[src/rtl/clock_pkg.sv]
// Shared constants for the clock display controller: FSM encoding and BCD field limits.
package clock_pkg;

  localparam logic [1:0] RUN    = 2'd0;
  localparam logic [1:0] SET_HR = 2'd1;
  localparam logic [1:0] SET_MN = 2'd2;

  localparam int HR_MAX_T          = 2;
  localparam int HR_MAX_O_AT_MAX_T = 3;
  localparam int MS_MAX_T          = 5;
  localparam int O_MAX             = 9;

endpackage

[src/rtl/bcd_mod_counter.sv]
// Two-digit BCD modulo counter; wraps to 00 after MAX_T / MAX_O_AT_MAX_T.
module bcd_mod_counter
  import clock_pkg::*;
#(
  parameter int MAX_T          = 5,
  parameter int MAX_O_AT_MAX_T = 9
) (
  input  logic       clk,
  input  logic       rst,
  input  logic       inc,
  input  logic       clr,
  output logic [2:0] tens,
  output logic [3:0] ones,
  output logic       carry
);

  logic at_max_t;
  logic at_max;
  logic ones_wrap;

  assign at_max_t  = (tens == 3'(MAX_T));
  assign at_max    = at_max_t && (ones == 4'(MAX_O_AT_MAX_T));
  // Below the top tens digit the ones digit runs the full 0-9 range.
  assign ones_wrap = at_max_t ? at_max : (ones == 4'(O_MAX));
  assign carry     = inc && at_max;

  always_ff @(posedge clk or negedge rst) begin
    if (!rst) begin
      tens <= '0;
      ones <= '0;
    end else if (clr) begin
      tens <= '0;
      ones <= '0;
    end else if (inc) begin
      if (ones_wrap) begin
        ones <= '0;
        tens <= at_max_t ? 3'd0 : tens + 3'd1;
      end else begin
        ones <= ones + 4'd1;
      end
    end
  end

endmodule

[src/rtl/clock_set_ctrl.sv]
// Time-keeping and time-set controller: 1 Hz prescaler, two-button set FSM
// and the enable-driven BCD chain for hh:mm:ss.
module clock_set_ctrl
  import clock_pkg::*;
#(
  parameter int TICK_DIV = 50000000,
  parameter int PW       = 26
) (
  input  logic       clk,
  input  logic       rst,
  input  logic       btn_mode,
  input  logic       btn_inc,
  output logic [2:0] hr_t,
  output logic [3:0] hr_o,
  output logic [2:0] mn_t,
  output logic [3:0] mn_o,
  output logic [2:0] sc_t,
  output logic [3:0] sc_o,
  output logic [1:0] mode,
  output logic       blink
);

  localparam logic [PW-1:0] PRE_LAST = PW'(TICK_DIV - 1);
  localparam logic [PW-1:0] PRE_HALF = PW'(TICK_DIV / 2);

  logic [1:0]    mode_sync_reg;
  logic [1:0]    inc_sync_reg;
  logic          mode_prev_reg;
  logic          inc_prev_reg;
  logic          mpulse;
  logic          ipulse;
  logic [PW-1:0] pre_reg;
  logic [PW-1:0] pre_next;
  logic [1:0]    mode_next;
  logic          tick;
  logic          exit_set;
  logic          edit_inc;
  logic          sc_inc;
  logic          mn_inc;
  logic          hr_inc;
  logic          sc_carry;
  logic          mn_carry;
  logic          hr_carry_unused;

  // Pulses are registered so the FSM sees a clean single-cycle strobe.
  always_ff @(posedge clk or negedge rst) begin
    if (!rst) begin
      mode_sync_reg <= '0;
      inc_sync_reg  <= '0;
      mode_prev_reg <= 1'b0;
      inc_prev_reg  <= 1'b0;
      mpulse        <= 1'b0;
      ipulse        <= 1'b0;
    end else begin
      mode_sync_reg <= {mode_sync_reg[0], btn_mode};
      inc_sync_reg  <= {inc_sync_reg[0], btn_inc};
      mode_prev_reg <= mode_sync_reg[1];
      inc_prev_reg  <= inc_sync_reg[1];
      mpulse        <= mode_sync_reg[1] & ~mode_prev_reg;
      ipulse        <= inc_sync_reg[1] & ~inc_prev_reg;
    end
  end

  assign tick     = (pre_reg == PRE_LAST);
  assign exit_set = mpulse && (mode == SET_MN);
  assign edit_inc = ipulse && !mpulse;

  always_comb begin
    mode_next = mode;
    if (mpulse) begin
      case (mode)
        RUN:     mode_next = SET_HR;
        SET_HR:  mode_next = SET_MN;
        default: mode_next = RUN;
      endcase
    end
  end

  // Leaving minute-set restarts the second so the new time starts cleanly.
  assign pre_next = (tick || exit_set) ? '0 : pre_reg + PW'(1);

  always_ff @(posedge clk or negedge rst) begin
    if (!rst) begin
      pre_reg <= '0;
      mode    <= RUN;
      blink   <= 1'b0;
    end else begin
      pre_reg <= pre_next;
      mode    <= mode_next;
      blink   <= (mode_next != RUN) && (pre_next < PRE_HALF);
    end
  end

  assign sc_inc = (mode == RUN) && tick;
  assign mn_inc = sc_carry || ((mode == SET_MN) && edit_inc);
  // Minute carry only propagates while running; editing minutes leaves hours alone.
  assign hr_inc = ((mode == RUN) && mn_carry) || ((mode == SET_HR) && edit_inc);

  bcd_mod_counter #(.MAX_T(MS_MAX_T), .MAX_O_AT_MAX_T(O_MAX)) u_sec (
    .clk(clk), .rst(rst), .inc(sc_inc), .clr(exit_set),
    .tens(sc_t), .ones(sc_o), .carry(sc_carry)
  );

  bcd_mod_counter #(.MAX_T(MS_MAX_T), .MAX_O_AT_MAX_T(O_MAX)) u_min (
    .clk(clk), .rst(rst), .inc(mn_inc), .clr(1'b0),
    .tens(mn_t), .ones(mn_o), .carry(mn_carry)
  );

  bcd_mod_counter #(.MAX_T(HR_MAX_T), .MAX_O_AT_MAX_T(HR_MAX_O_AT_MAX_T)) u_hour (
    .clk(clk), .rst(rst), .inc(hr_inc), .clr(1'b0),
    .tens(hr_t), .ones(hr_o), .carry(hr_carry_unused)
  );

endmodule

[config.mk]
export PLATFORM = sky130hd
export DESIGN_NAME = clock_set_ctrl
export DESIGN_NICKNAME = d
export VERILOG_FILES = /design/src/rtl/clock_pkg.sv /design/src/rtl/bcd_mod_counter.sv /design/src/rtl/clock_set_ctrl.sv
export SDC_FILE = /design/constraint.sdc
export NUM_CORES = 1
export LEC_CHECK = 0
export CORE_AREA = 2 2 85 87
export DETAILED_ROUTE_END_ITERATION = 6
export DIE_AREA = 0 0 87 89
export PLACE_DENSITY = 0.67
export SYNTH_ARGS = -nofsm -noshare
export SYNTH_HDL_FRONTEND = slang
export SYNTH_HIERARCHICAL = 1
export SYNTH_SLANG_ARGS = --single-unit
[constraint.sdc]
create_clock -name clk -period 4.2 [get_ports clk]
set_clock_uncertainty 0.05 [all_clocks]
set_input_delay 0.84 -clock clk [delete_from_list [all_inputs] [get_ports clk]]
set_output_delay 0.84 -clock clk [all_outputs]
set_load 0.05 [all_outputs]
==> key figures, run 1 <==
Clock network
  • Maximum clock insertion buffer count: 2
  • Clock tree from TritonCTS: built
  • Clock-pin transition on the worst setup and hold timing paths: 0.07 ns
  • Clock buffers created by TritonCTS: 9
  • Clock insertion delay at the later pin of the skew report: 0.33 ns
  • Root Buffer: clkbuf_8
  • Clock Sink Count: 58
  • Number of buffers added for setup after CTS: 0
  • Number of H-tree levels: 3

Drt
  • DRC marker count from the first detailed-route iteration: 112
  • Detail-routed net length per standard cell: 15.2 um
  • Number of remaining DRC errors: 0
  • Total wire length after detailed routing: 7080 um
  • Number of antenna-violating nets in the routed design: 0
  • Number of search-and-repair iterations in the first detailed-routing pass: 4
  • Via-per-instance ratio: 5.70
  • Count of vias placed by the detailed router: 2660

Placement
  • Cell count after placement: 451
  • HPWL Detailed: 5030 um
  • IO Port Bufs: 27
  • Worst setup slack after placement: 0.273 ns
  • GP Congestion: 0.887

Final layout
  • Total number of nets in the final design: 393
  • Fraction of final layout cells sized beyond drive strength 1: 0.111
  • Most common cell after layout, fill and taps aside: dfrtp_1
  • Synth-to-layout area growth: 17.4%
  • Count of antenna diodes in the layout: 0
  • Final cell utilization of the core: 0.585
  • # fillers: 571
  • Max FFs per register: 26
  • Top library cells by usage in the layout, fill and taps aside: dfrtp_1, nor2_1, nand2_1, clkdlybuf4s50_1, xor2_1
  • Post-layout instance count excluding filler cells: 467

Power
  • Internal: 0.00104 W
  • Maximum VDD drop: 0.000224 V
  • Register share of total power: 0.464
  • Share of total power in the clock network: 0.391
  • Switching power of the nets: 0.000421 W
  • Cell Pwr Density: 371 mW/mm^2
  • Combinational power share: 0.145
  • Switching power share of the total: 0.289
  • Total power draw: 0.00146 W
  • P_leak: 1.64 nW

Worst setup path
  • Critical path required time: 4.38 ns
  • Arrival @ worst endpoint: 3.93 ns
  • WS Path Type: flop to flop
  • Maximum fanout count along the critical path: 10
  • Startpoint type of the worst setup path: flop
  • Nature of the critical path endpoint: flop

STA
  • Portion of the clock cycle consumed by the worst path in the final layout: 0.895
  • Final critical path time including I/O delays and setup: 3.76 ns
  • RSZ-0062 raised after global routing: no
  • Fin worst setup slack: 0.442 ns
  • Transition time at the pin with the least slew margin: 0.835 ns
  • Fmax achieved: 0.266 GHz
  • Number of setup violations in the final report: 0
  • Headroom to the max-slew limit: 0.444
  • Final-report max-slew violation count: 0
  • Total Negative Setup Slacks: 0 ns
  • Final hold vios: 0

Run
  • Number of maximum-capacitance constraint violations: 0

Global routing
  • Maximum number of pins on one net before global-route repair: 37
  • Number of antenna violations at the first check in global routing: 0
  • Number of global-route vias before repair: 2438
  • Overall overflow remaining after global route: 0
  • Global-route wire length before repair: 11900 um
  • GRT Overall Usage: 0.198

Floorplan
  • Starting density of the core: 0.498
  • Chip Height: 89 um
  • Core Footprint: 0.00672 sq mm
  • Die Outline Area: 0.00774 sq mm
  • Placement row count: 30
  • Top-level port count: 28
  • Die span in x: 87 um

Synthesis
  • Cell area after synthesis: 0.00335 sq mm
  • Mapped Avg Cell Area: 9.73 sq um
  • Number of warnings reported in the yosys synthesis log: 6
  • Post-Synthesis Cells: 344

Hold path
  • Classification of the worst-slack hold path: flop to flop

Run status
  • Status: completed
==> routing by layer <==
metal / track usage / wire, um / part of all wire
met4: 0.0767 / 142 / 0.020
met1: 0.271 / 3380 / 0.48
met3: 0.0379 / 237 / 0.033
met2: 0.312 / 3320 / 0.47
met5: 0 / 0 / 0
==> metrics by stage <==
stage	area, sq um	hold WS [ns]
floorplan	3380	0.281
global placement	3700	0.282
detailed placement	3700	0.288
CTS	3920	0.302
global route	3930	0.309
finish	3930	0.299
==> area by class of cell <==
class	instances	area (sq um)	share of cell area
Multi-Input combinational cell	270	1820	0.463
Sequential cell	58	1450	0.369
Timing Repair Buffer	31	295	0.0752
Clock buffer	11	141	0.0360
Tap cell	80	100	0.0255
Clock inverter	5	77.6	0.0197
Inverter	12	45.0	0.0115
==> worst max-delay path, cell delays in order (launching register included) <==
cell,delay (ns)
dfrtp_1,0.40
ha_1,0.25
and4_1,0.34
and4_1,0.24
nand4_1,0.11
nor3_1,0.24
nand3_1,0.20
nor3_1,0.17
a31o_2,0.24
nand3_1,0.16
nor3_1,0.16
mux2i_1,0.15
nor2_4,0.19
nand4bb_1,0.17
mux2i_4,0.26
o21ai_1,0.10
a32o_1,0.21
==> power groups by stage <==
stage | logic (W) | clock network [W] | registers (W)
finish | 0.000212 | 0.000569 | 0.000675
global route | 0.000238 | 0.000613 | 0.000685
detailed placement | 0.000215 | 0 | 0.000680
floorplan | 0.000137 | 0 | 0.000689
global placement | 0.000209 | 0 | 0.000679
CTS | 0.000214 | 0.000584 | 0.000671
==> timing repair <==
item	CTS	global route
gates resized for setup	0	2
hold buffers	0	0
endpoints found under the setup margin	0	3
==> path summary, 6_finish.rpt <==
path | depth (start not counted) | slack, ns | to | start
min reg2reg | 0 | 0.30 | inc_sync_reg[1] | inc_sync_reg[0]
max reg2reg | 16 | 0.44 | u_hour/tens[1] | pre_reg[0]
min | 0 | 0.30 | inc_sync_reg[1] | inc_sync_reg[0]
max | 16 | 0.44 | u_hour/tens[1] | pre_reg[0]
max in group asynchronous | 2 | 2.73 | pre_reg[25] | rst
min in group asynchronous | 1 | 0.55 | u_min/ones[3] | rst
Power figures use the tool's default switching activity.
==> inputs of run 2 (changes only) <==
- REMOVE_ABC_BUFFERS: unset -> 1
- SLEW_MARGIN: unset -> 20
==> run 2 against run 1 <==
- flip-flop and latch count unchanged
- routed wire length is 3.9% lower
- clock power up 2%
- power is 0.48% higher
- global-route usage fell by 0.27 points
- critical path type unchanged
- cell area up 0.38%
- critical path depth stayed put
- count of clock-buffer cells in the layout shrank 2
==> key figures, run 2 (same netlist as run 1, synthesis figures left out) <==
Final layout
  • # fillers: 575 (was 571)
  • Max FFs per register: 26 (unchanged)
  • Synth-to-layout area growth: 17.8% (was 17.4%)
  • Top library cells by usage in the layout, fill and taps aside: dfrtp_1, nor2_1, nand2_1, clkdlybuf4s50_1, xor2_1 (unchanged)
  • Most common cell after layout, fill and taps aside: dfrtp_1 (unchanged)
  • Area used by multi-input combinational logic: 0.00182 sq mm (about the same)
  • Register area: 0.00145 sq mm (unchanged)
  • Total number of nets in the final design: 394 (was 393)
  • Fraction of final layout cells sized beyond drive strength 1: 0.121 (was 0.111)
  • Count of antenna diodes in the layout: 0 (unchanged)

Worst setup path
  • Nature of the critical path endpoint: flop (unchanged)
  • Critical path required time: 4.39 ns (was 4.38 ns)
  • Maximum fanout count along the critical path: 10 (unchanged)
  • Arrival @ worst endpoint: 3.92 ns (was 3.93 ns)
  • WS Path Type: flop to flop (unchanged)
  • Startpoint type of the worst setup path: flop (unchanged)

Placement
  • HPWL Detailed: 4830 um (was 5030 um)
  • GP Congestion: 0.838 (was 0.887)
  • Worst setup slack after placement: 0.272 ns (was 0.273 ns)
  • IO Port Bufs: 27 (unchanged)

Floorplan
  • Starting density of the core: 0.498 (unchanged)
  • Placement row count: 30 (unchanged)
  • Die Outline Area: 0.00774 sq mm (unchanged)
  • Top-level port count: 28 (unchanged)
  • Core Footprint: 0.00672 sq mm (unchanged)
  • Die span in x: 87 um (unchanged)
  • Chip Height: 89 um (unchanged)

Run
  • Number of maximum-capacitance constraint violations: 0 (unchanged)

STA
  • Final-report max-slew violation count: 0 (unchanged)
  • RSZ-0062 raised after global routing: no (unchanged)
  • Fin worst setup slack: 0.471 ns (was 0.442 ns)
  • Number of setup violations in the final report: 0 (unchanged)
  • Headroom to the max-slew limit: 0.560 (was 0.444)
  • Portion of the clock cycle consumed by the worst path in the final layout: 0.888 (was 0.895)
  • Total Negative Setup Slacks: 0 ns (unchanged)
  • Final critical path time including I/O delays and setup: 3.73 ns (was 3.76 ns)
  • Final hold vios: 0 (unchanged)
  • Fmax achieved: 0.268 GHz (was 0.266 GHz)
  • Transition time at the pin with the least slew margin: 0.660 ns (was 0.835 ns)

Global routing
  • Maximum number of pins on one net before global-route repair: 31 (was 37)
  • Number of global-route vias before repair: 2513 (was 2438)
  • Number of antenna violations at the first check in global routing: 0 (unchanged)
  • Global-route wire length before repair: 11800 um (was 11900 um)
  • GRT Overall Usage: 0.195 (was 0.198)
  • Overall overflow remaining after global route: 0 (unchanged)

Hold path
  • Classification of the worst-slack hold path: flop to flop (unchanged)

Clock network
  • Clock insertion delay at the later pin of the skew report: 0.35 ns (was 0.33 ns)
  • Number of H-tree levels: 3 (unchanged)
  • Clock Sink Count: 58 (unchanged)
  • Clock tree from TritonCTS: built (unchanged)
  • Maximum clock insertion buffer count: 2 (unchanged)
  • Clock-pin transition on the worst setup and hold timing paths: 0.07 ns (about the same)
  • Root Buffer: clkbuf_8 (unchanged)
  • Clock buffers created by TritonCTS: 9 (unchanged)

Power
  • P_leak: 1.65 nW (was 1.64 nW)
  • Cell Pwr Density: 371 mW/mm^2 (about the same)
  • Maximum VDD drop: 0.000234 V (was 0.000224 V)

Drt
  • Number of antenna-violating nets in the routed design: 0 (unchanged)
  • Number of search-and-repair iterations in the first detailed-routing pass: 4 (unchanged)
  • Number of remaining DRC errors: 0 (unchanged)
  • Via-per-instance ratio: 5.61 (was 5.70)
  • DRC marker count from the first detailed-route iteration: 99 (was 112)
  • Detail-routed net length per standard cell: 14.5 um (was 15.2 um)
  • Count of vias placed by the detailed router: 2625 (was 2660)
  • Total wire length after detailed routing: 6810 um (was 7080 um)

Run status
  • Status: completed (unchanged)
[run 2: repair_timing]
action                     4_1_cts  5_1_grt
setup buffers                    0        2
hold buffers                     0        0
resized for setup                0        3
setup endpoints to repair        0        3
[run 2: final cells by class]
class | count | area share
tap | 80 | 0.0254
inverter | 12 | 0.0114
multi-input combinational | 270 | 0.461
sequential | 58 | 0.368
clock inverter | 7 | 0.0257
clock buffer | 9 | 0.0314
timing repair buffer | 32 | 0.0768
[run 2: routing by layer]
layer,vias up,part of all wire,track usage
met5,-,0,0
met1,1270,0.47,0.246
met4,0,0.024,0.0866
li1,1303,-,-
met3,14,0.026,0.0489
met2,38,0.48,0.319
[run 2: final timing paths]
check	endpoint	startpoint	cells past startpoint	slack (ns)
setup / recovery	u_hour/tens[1]	pre_reg[0]	16	0.47
hold / removal	mode_sync_reg[1]	mode_sync_reg[0]	0	0.28
setup reg to reg	u_hour/tens[1]	pre_reg[0]	16	0.47
hold reg to reg	mode_sync_reg[1]	mode_sync_reg[0]	0	0.28
max in group asynchronous	pre_reg[10]	rst	2	2.79
min in group asynchronous	u_sec/ones[0]	rst	1	0.46
[run 2: critical path, stage by stage (launching register included)]
cell	delay, ns
dfrtp_1	0.39
ha_1	0.26
and4_2	0.33
and4_1	0.23
nand4_1	0.14
nor3_2	0.17
nand3_1	0.16
nor3_1	0.16
a31o_2	0.22
nand3_1	0.16
nor3_1	0.21
mux2i_1	0.11
nor2_2	0.25
nand4b_1	0.20
mux2i_4	0.26
o21ai_1	0.11
a32o_1	0.22
[run 2: metrics by stage]
step / total power (W) / instances / utilization / area (sq um) / hold slack (ns)
final: 0.00146 / 468 / 0.587 / 3940 / 0.284
after floorplan: 0.000819 / 340 / - / 3310 / 0.281
after global placement: 0.000885 / 450 / 0.550 / 3690 / 0.284
after CTS: 0.00148 / 466 / 0.583 / 3920 / 0.288
after global routing: 0.00154 / 468 / 0.587 / 3940 / 0.289
after detailed placement: 0.000891 / 450 / 0.550 / 3690 / 0.286
[run 2: where the power goes]
part / switching [W] / internal, W / leakage, nW
combinational: 0.000130 / 0.0000829 / 0.764
clock: 0.000244 / 0.000337 / 0.106
sequential: 0.0000637 / 0.000605 / 0.777
total: 0.000438 / 0.00103 / 1.65
